File: config.mk
export PLATFORM = sky130hd
export DESIGN_NAME = piso_shift_tx
export DESIGN_NICKNAME = d
export VERILOG_FILES = /design/src/rtl/piso_shift_tx.sv
export SDC_FILE = /design/constraint.sdc
export NUM_CORES = 1
export LEC_CHECK = 0
export CORE_UTILIZATION = 30
export DETAILED_ROUTE_END_ITERATION = 8
export SLEW_MARGIN = 20
export SYNTH_ARGS = -nofsm -noshare
export SYNTH_HDL_FRONTEND = slang
export SYNTH_SLANG_ARGS = --single-unit
File: constraint.sdc
create_clock -name clk -period 1.45 [get_ports clk]
set_clock_uncertainty 0.2 [all_clocks]
set_input_delay 0.2175 -clock clk [delete_from_list [all_inputs] [get_ports clk]]
set_output_delay 0.2175 -clock clk [all_outputs]
set_load 0.005 [all_outputs]
File: src/rtl/piso_shift_tx.sv
// Parallel-in/serial-out transmitter: captures a word on load, sends it one
// bit per clock with a valid qualifier, then pulses done for one cycle.
module piso_shift_tx #(
  parameter int WIDTH     = 8,
  parameter bit MSB_FIRST = 1'b1
) (
  input  logic             clk,
  input  logic             rst,
  input  logic [WIDTH-1:0] pi,
  input  logic             load,
  output logic             ready,
  output logic             sout,
  output logic             sout_valid,
  output logic             done
);

  localparam int            CW       = (WIDTH > 1) ? $clog2(WIDTH) : 1;
  localparam logic [CW-1:0] CNT_LAST = CW'(WIDTH - 1);

  typedef enum logic [1:0] {
    IDLE  = 2'd0,
    SHIFT = 2'd1,
    DONE  = 2'd2
  } state_t;

  state_t           state_q, state_d;
  logic [WIDTH-1:0] shreg_q, shreg_d;
  logic [CW-1:0]    cnt_q,   cnt_d;

  always_ff @(posedge clk or negedge rst) begin
    if (!rst) begin
      state_q <= IDLE;
      shreg_q <= '0;
      cnt_q   <= '0;
    end else begin
      state_q <= state_d;
      shreg_q <= shreg_d;
      cnt_q   <= cnt_d;
    end
  end

  always_comb begin
    state_d = state_q;
    shreg_d = shreg_q;
    cnt_d   = cnt_q;
    case (state_q)
      IDLE: begin
        if (load) begin
          shreg_d = pi;
          cnt_d   = '0;
          state_d = SHIFT;
        end
      end
      SHIFT: begin
        // Zero-filled shift toward whichever end drives sout.
        if (MSB_FIRST) begin
          shreg_d = {shreg_q[WIDTH-2:0], 1'b0};
        end else begin
          shreg_d = {1'b0, shreg_q[WIDTH-1:1]};
        end
        if (cnt_q == CNT_LAST) begin
          cnt_d   = '0;
          state_d = DONE;
        end else begin
          cnt_d = cnt_q + 1'b1;
        end
      end
      DONE: begin
        state_d = IDLE;
      end
      default: begin
        state_d = IDLE;
      end
    endcase
  end

  // Outputs come from registered state only, so load/pi never reach them combinationally.
  logic out_bit;
  assign out_bit    = MSB_FIRST ? shreg_q[WIDTH-1] : shreg_q[0];
  assign ready      = (state_q == IDLE);
  assign sout_valid = (state_q == SHIFT);
  assign sout       = (state_q == SHIFT) ? out_bit : 1'b0;
  assign done       = (state_q == DONE);

endmodule

# Word level (Yosys, flattened, before mapping)
# Cells that the tools add are included.
[totals]
register_bits = 13
wordCells = 22
[op_classes]
add_sub_neg = 1
eq_ne = 5
muxes = 9
n_reduce_logical = 4
[op_table]
columns = ["cell", "count"]
rows = [
  ["$pmux W8 S2", 1],
  ["$mux W8", 1],
  ["$mux W3", 2],
  ["$pmux W3 S2", 1],
  ["$mux W2", 2],
  ["$pmux W2 S2", 1],
  ["$reduce_and A2 Y1", 2],
  ["$add A3 B1 Y3 const B", 1],
  ["$eq A3 B3 Y1 const B", 1],
  ["$eq A2 B1 Y1 const B", 1],
  ["$eq A2 B2 Y1 const B", 1],
  ["$logic_not A2 Y1", 1],
  ["$ne A2 B1 Y1 const B", 1],
  ["$ne A2 B2 Y1 const B", 1],
  ["$reduce_bool A2 Y1", 1],
  ["$mux W1", 1],
]

# Depth between registers and ports, before layout
[depth]
ltp_word = 3
depth_mapped = 4

# Worst setup path before layout
# No wires, ideal clock.
[synth_timing]
kind = "register -> register"
startpoint = "reg cnt_q[0]"
endpoint = "reg state_q[0]"
setup_ps = 77
arrival_ps = 1064
required_time_ps = 1173
path_slack_ps = 108
stages_incl_launch_ff = 5
n_path_buf = 0
synth_period_minus_slack_ps = 1342
path_cell_list = "dfrtp_1 > ha_1 > ha_1 > or2b_1 > a21oi_1"
[synth_via]
elab_chain_cells = 3
[synth_rtl]
columns = ["element", "line", "text"]
rows = [
  ["start: declaration", "28", "logic [CW-1:0] cnt_q, cnt_d;"],
  ["start signal: assignment", "38", "cnt_q <= cnt_d;"],
  ["$eq A3 B3 Y1", "61", "if (cnt_q == CNT_LAST) begin"],
  ["$ne A2 B1 Y1 (no source line)", "--", ""],
  ["$reduce_and A2 Y1 (no source line)", "--", ""],
  ["end signal: assignment", "36", "state_q <= state_d;"],
  ["end: declaration", "26", "state_t state_q, state_d;"],
]
# No other way between the ends.
# A chain may end at the register's enable or synchronous reset.

# Final worst setup path
[layout_timing]
startpoint = "reg state_q[1]"
endpoint = "out sout_valid"
[layout_via]
elab_chain_cells = 1
[layout_rtl]
columns = ["element", "line", "text"]
rows = [
  ["$eq A2 B1 Y1", "81", "assign sout_valid = (state_q == SHIFT);"],
  ["end: declaration", "13", "output logic sout_valid,"],
]
# No other way between the ends.

==> insert_results.sql <==
INSERT INTO impl_metrics (metric_group, metric, value, unit) VALUES
('outcome', 'outcome', 'finished, violations left', ''),
('outcome', 'failed_checks', 'negative setup slack', ''),
('critical_path', 'critical_path_type', 'flop to primary output', ''),
('synthesis', 'yosysTopAreaCell', 'sky130_fd_sc_hd__dfrtp_1', ''),
('place', 'placed_cells', '108', ''),
('cells_and_area', 'synthToLayoutAreaGrowth', '54.7', '%'),
('pwr', 'vdd_ir_drop_max', '0.933', 'mV'),
('pwr', 'p_clk_share', '11.3', '%'),
('synthesis', 'synthTopCellsByCount', '13 x sky130_fd_sc_hd__dfrtp_1, 12 x sky130_fd_sc_hd__o22ai_1, 6 x sky130_fd_sc_hd__a21oi_1', ''),
('synthesis', 'synth-edff-count', '0', ''),
('critical_path', 'critical_path_peak_fanout', '2', ''),
('synthesis', 'ys.flop_type', 'sky130_fd_sc_hd__dfrtp_1', ''),
('cells_and_area', 'drive_above_1_share', '47.2', '%'),
('detailed_routing', 'postRouteWirelength', '1740', 'um'),
('critical_path', 'crit_path_cell_trace', 'buf_6, or2b_4, inv_2, buf_2', ''),
('clock_tree', 'clk_root_buffer_cell', 'sky130_fd_sc_hd__clkbuf_4', ''),
('sta', 'final.min_clock_period', '1.61', 'ns'),
('cells_and_area', 'insertedDiodeCount', '0', ''),
('pwr', 'design_power_total', '0.00196', 'W'),
('global_route', 'antenna_found_initial', '0', ''),
('sta', 'totalNegativeSetupSlack', '-0.409', 'ns'),
('place', 'final_hpwl_dp', '1160', 'um'),
('sta', 'report.final.setup_viol', '7', ''),
('synthesis', 'synthAdderAreaFrac', '3.85', '%'),
('global_route', 'grt_first_pass_wirelength', '2830', 'um'),
('clock_tree', 'cts_tree', 'done', ''),
('critical_path', 'signal_arrival_time_at_the_worst_endpoint', '1.19', 'ns'),
('place', 'placement.io_buffers', '14', ''),
('clock_tree', 'clkSlewWorstSetupHoldPaths', '0.08', 'ns'),
('die', 'rows', '16', ''),
('global_route', 'grt_start_max_net_pins', '14', ''),
('clock_tree', 'cts_hold_buf', '0', ''),
('sta', 'worst_slew_pin_slew', '0.282', 'ns'),
('synthesis', 'synth-async-reset-ratio', '100', '%'),
('worst_hold_path', 'class_of_the_tightest_hold_or_removal_check', 'primary input to asynchronous set/reset pin', ''),
('sta', 'timing_max_transition_violations_final', '0', ''),
('critical_path', 'cp-end-kind', 'primary output', ''),
('pwr', 'power.density_cell_area', '1960', 'nW/um^2'),
('die', 'design.core.area', '2000', 'um^2'),
('synthesis', 'synthesis.instances', '59', ''),
('detailed_routing', 'dr_total_vias', '583', ''),
('cells_and_area', 'num-nets-final', '103', ''),
('synthesis', 'synth_cell_type_count', '22', ''),
('synthesis', 'dominant_combinational_cell_family_by_area_after_synthesis', 'compound AO/OA/AOI/OAI gates', ''),
('synthesis', 'syn-mean-instance-area', '11.0', 'um^2'),
('global_route', 'via_count_of_the_first_global_routing_pass', '581', ''),
('synthesis', 'area_fraction_in_and_or_nand_and_nor_cells_after_synthesis', '11.6', '%'),
('pwr', 'power_switching', '0.000709', 'W'),
('sta', 'timing.hold.ws', '0.0463', 'ns'),
('critical_path', 'worst_path_max_delay_cell', 'sky130_fd_sc_hd__dfrtp_1', ''),
('clock_tree', 'clkSinkCount', '13', ''),
('clock_tree', 'cts-buffers-inserted', '3', ''),
('cells_and_area', 'final-instance-count-excl-fill', '116', ''),
('pwr', 'share_seq_of_total_power', '34.2', '%'),
('pwr', 'p_comb_share', '54.5', '%'),
('synthesis', 'synth_xor_area_share', '0', '%'),
('die', 'design.die.area', '2350', 'um^2'),
('place', 'routabilityCongestion', '0.774', ''),
('sta', 'fmax', '623', 'MHz'),
('sta', 'final_min_period_over_clock_period', '111', '%'),
('sta', 'rsz0062_at_grt', 'yes', ''),
('clock_tree', 'clk_path_buf_depth', '2', ''),
('synthesis', 'synth.yosys.warnings', '0', ''),
('sta', 'finalWorstSetupSlack', '-0.156', 'ns'),
('synthesis', 'synth_most_common_cell', 'sky130_fd_sc_hd__dfrtp_1', ''),
('die', 'initial_utilization', '32.4', '%'),
('place', 'total_placed_instance_area', '885', 'um^2'),
('die', 'die_span_in_y', '48.5', 'um'),
('global_route', 'grt-ovfl-total', '0', ''),
('cells_and_area', 'layout.cell_area.non_filler', '1000', 'um^2'),
('critical_path', 'critPathMaxStageDelay', '0.40', 'ns');
## logic make-up (layout without fill, tap and decap cells)
logic type | Yosys count | count (layout)
buffers and inverters | 8 | 38
AND/OR/NAND/NOR | 11 | 11
flip-flops | 13 | 13
AO/OA/AOI/OAI | 25 | 25
adder cells (fa/ha/maj) | 2 | 2
## state kept, by name, indices dropped and copies added, names as in the netlist
name,flops
state_q,2
cnt_q,3
shreg_q,8
## layer usage
metal	routed length [um]	up-vias	global-route usage, %
met5	0	-	0
met4	0	0	1.47
met3	83	0	5.66
met2	848	15	24.9
met1	810	290	21.2
li1	-	278	-
## power by group through the flow
stage	Combinational, W	Clock [W]	Sequential (W)
floorplan	0.000545	0	0.000619
global placement	0.000859	0	0.000637
detailed placement	0.000887	0	0.000639
CTS	0.000970	0.000229	0.000642
global route	0.00117	0.000246	0.000689
finish	0.00107	0.000222	0.000671
## critical path, delay by kind of cell (launching register included)
| kind | cells | cell delay, ns |
|---|---|---|
| simple gates | 1 | 0.24 |
| flops | 1 | 0.40 |
| buf+inv | 3 | 0.27 |
## cell type report
cell class                 count  area, um^2
tap                           27        33.8
fill                         191         997
timing repair buffer          29         250
clock buffer                   4        26.3
multi-input combinational     38         348
inverter                       5        21.3
sequential                    13         325
## repair_timing
item | 4_1_cts | 5_1_grt
setup endpoints to repair | 7 | 13
gates resized for setup | 26 | 10
buffers inserted | 3 | 1
hold endpoints to repair | 0 | 0
pin swaps | 1 | 2
## layout by cell type, fill, tap and decap left out, types with 2 or more instances in the layout
master,synthesis,routed
sky130_fd_sc_hd__a2bb2oi_2,2,2
sky130_fd_sc_hd__a21oi_1,6,4
sky130_fd_sc_hd__o22ai_2,0,3
sky130_fd_sc_hd__a21oi_2,0,2
sky130_fd_sc_hd__a22o_1,2,2
sky130_fd_sc_hd__clkbuf_4,0,3
sky130_fd_sc_hd__o22ai_1,12,8
sky130_fd_sc_hd__inv_1,4,3
sky130_fd_sc_hd__buf_2,2,3
sky130_fd_sc_hd__ha_2,0,2
sky130_fd_sc_hd__buf_6,1,4
sky130_fd_sc_hd__buf_4,0,12
sky130_fd_sc_hd__dfrtp_1,13,13
sky130_fd_sc_hd__clkdlybuf4s50_1,0,10
## metrics by stage
step / utilization (%) / setup slack, ns
after floorplan: - / 0.108
after global placement: 44.2 / -0.138
after detailed placement: 44.2 / -0.138
after CTS: 47.6 / -0.168
after global routing: 50.2 / -0.201
final: 50.2 / -0.156
## path summary, 6_finish.rpt
path	startpoint	cells after the start	endpoint	slack, ns
hold reg to reg	cnt_q[2]	1	cnt_q[2]	0.32
max in group asynchronous	rst	2	shreg_q[2]	0.84
setup reg to reg	state_q[0]	5	shreg_q[1]	-0.01
hold / removal	rst	2	shreg_q[0]	0.05
min in group clk	cnt_q[2]	1	cnt_q[2]	0.32
setup / recovery	state_q[1]	4	sout_valid	-0.16
(Power assumes the default switching activity.)
==> edit (config.mk and constraints unchanged) <==
The parameter `WIDTH` goes from 8 to 4.
--- a/src/rtl/piso_shift_tx.sv
+++ b/src/rtl/piso_shift_tx.sv
@@ -3,3 +3,3 @@
 module piso_shift_tx #(
-  parameter int WIDTH     = 8,
+  parameter int WIDTH     = 4,
   parameter bit MSB_FIRST = 1'b1
Ports: changed (resized pi); port bits go from 15 to 11. No check against the original RTL was run, so the function may have changed too.
==> edit against the original RTL <==
The flow still finishes with violations (negative setup slack); wire length down 34%; area after synthesis down 44%; sequential share of layout area decreased by 4.2 points; sequential cell count down 5; worst setup slack improved by 0.086 ns; cell area down 29%; total power fell by 24%; synthesized cell count fell by 41%; clock power decreased by 23%.
==> edit: results (changes against the original RTL) <==
Outcome = finished with violations
Failing checks = negative setup slack
# Post-CTS Setup Buffers = 8 (+5)
DP Wirelength = 659.4 um (-43%)
DRC violation total after the first TritonRoute iteration = 3 (-9)
Adder-Cell Fraction of Synth Area = 3.436% (-0.42 points)
Worst EP arrival = 1.10 ns (-0.09 ns)
PnR worst setup slack = -0.06967 ns (+0.08637 ns)
Fillers = 92 (-52%)
Max Used Layer = met4
M1 WL = 475 um (-41%)
All-layer global routing usage = 19.53% (+3.9 points)
Worst R2R Path Depth = 6 (+1)
CTS resizes = 22 (-15%)
Synth cell count leaders = 8 x dfrtp_1, 6 x o22ai_1, 4 x a21oi_1
Met2 Wirelength = 653 um (-23%)
Crit path from = state_q[0]
GP Congestion = 0.7830 (+1.1%)
Max VDD drop = 0.0009799 V (+5.0%)
Yosys cell types = 16 (-27%)
Port bufs = 10 (-4)
Total Routed Length = 1.156 mm (-34%)
CP max-delay cell = dfrtp_2
R2r endpoint = shreg_q[2]
Compound-Gate Fraction of Synth Area = 25.09% (-3.2 points)
Setup-failing EPs final = 5 (-2)
Clock transition at path regs = 0.06 ns (-0.02 ns)
Critical R2R Launch = state_q[1]
First-pass GRT wire length = 1.759 mm (-38%)
-- edit: cell type report --
class                      instances  share of cell area [%]
clock buffer                       3                   3.147
inverter                           3                   1.573
multi-input combinational         24                   31.12
sequential                         8                   28.15
tap                               14                   2.448
timing repair buffer              27                   33.57
-- edit: through the flow --
step                area [um^2]  setup TNS [ns]  hold slack [ns]  util [%]  std cells
floorplan                 364.1               0          -0.2781         -         35
global placement          541.8         -0.3047           0.2737     48.76         67
detailed placement        541.8         -0.3718           0.2809     48.76         67
CTS                       645.6         -0.2701          0.05661     58.11         78
global route              715.7         -0.4453          0.07706     64.41         79
finish                    715.7         -0.1987          0.05543     64.41         79
-- edit: metal layers --
| layer | vias up | track usage, % |
|---|---|---|
| li1 | 194 | - |
| met1 | 184 | 22.18 |
| met2 | 9 | 35.27 |
| met3 | 2 | 1.829 |
| met4 | 0 | 11.11 |
| met5 | - | 0 |
-- edit: power breakdown --
group	switching [mW]	internal, mW
clock network	0.0771	0.0948
logic	0.359	0.548
registers	0.0893	0.327
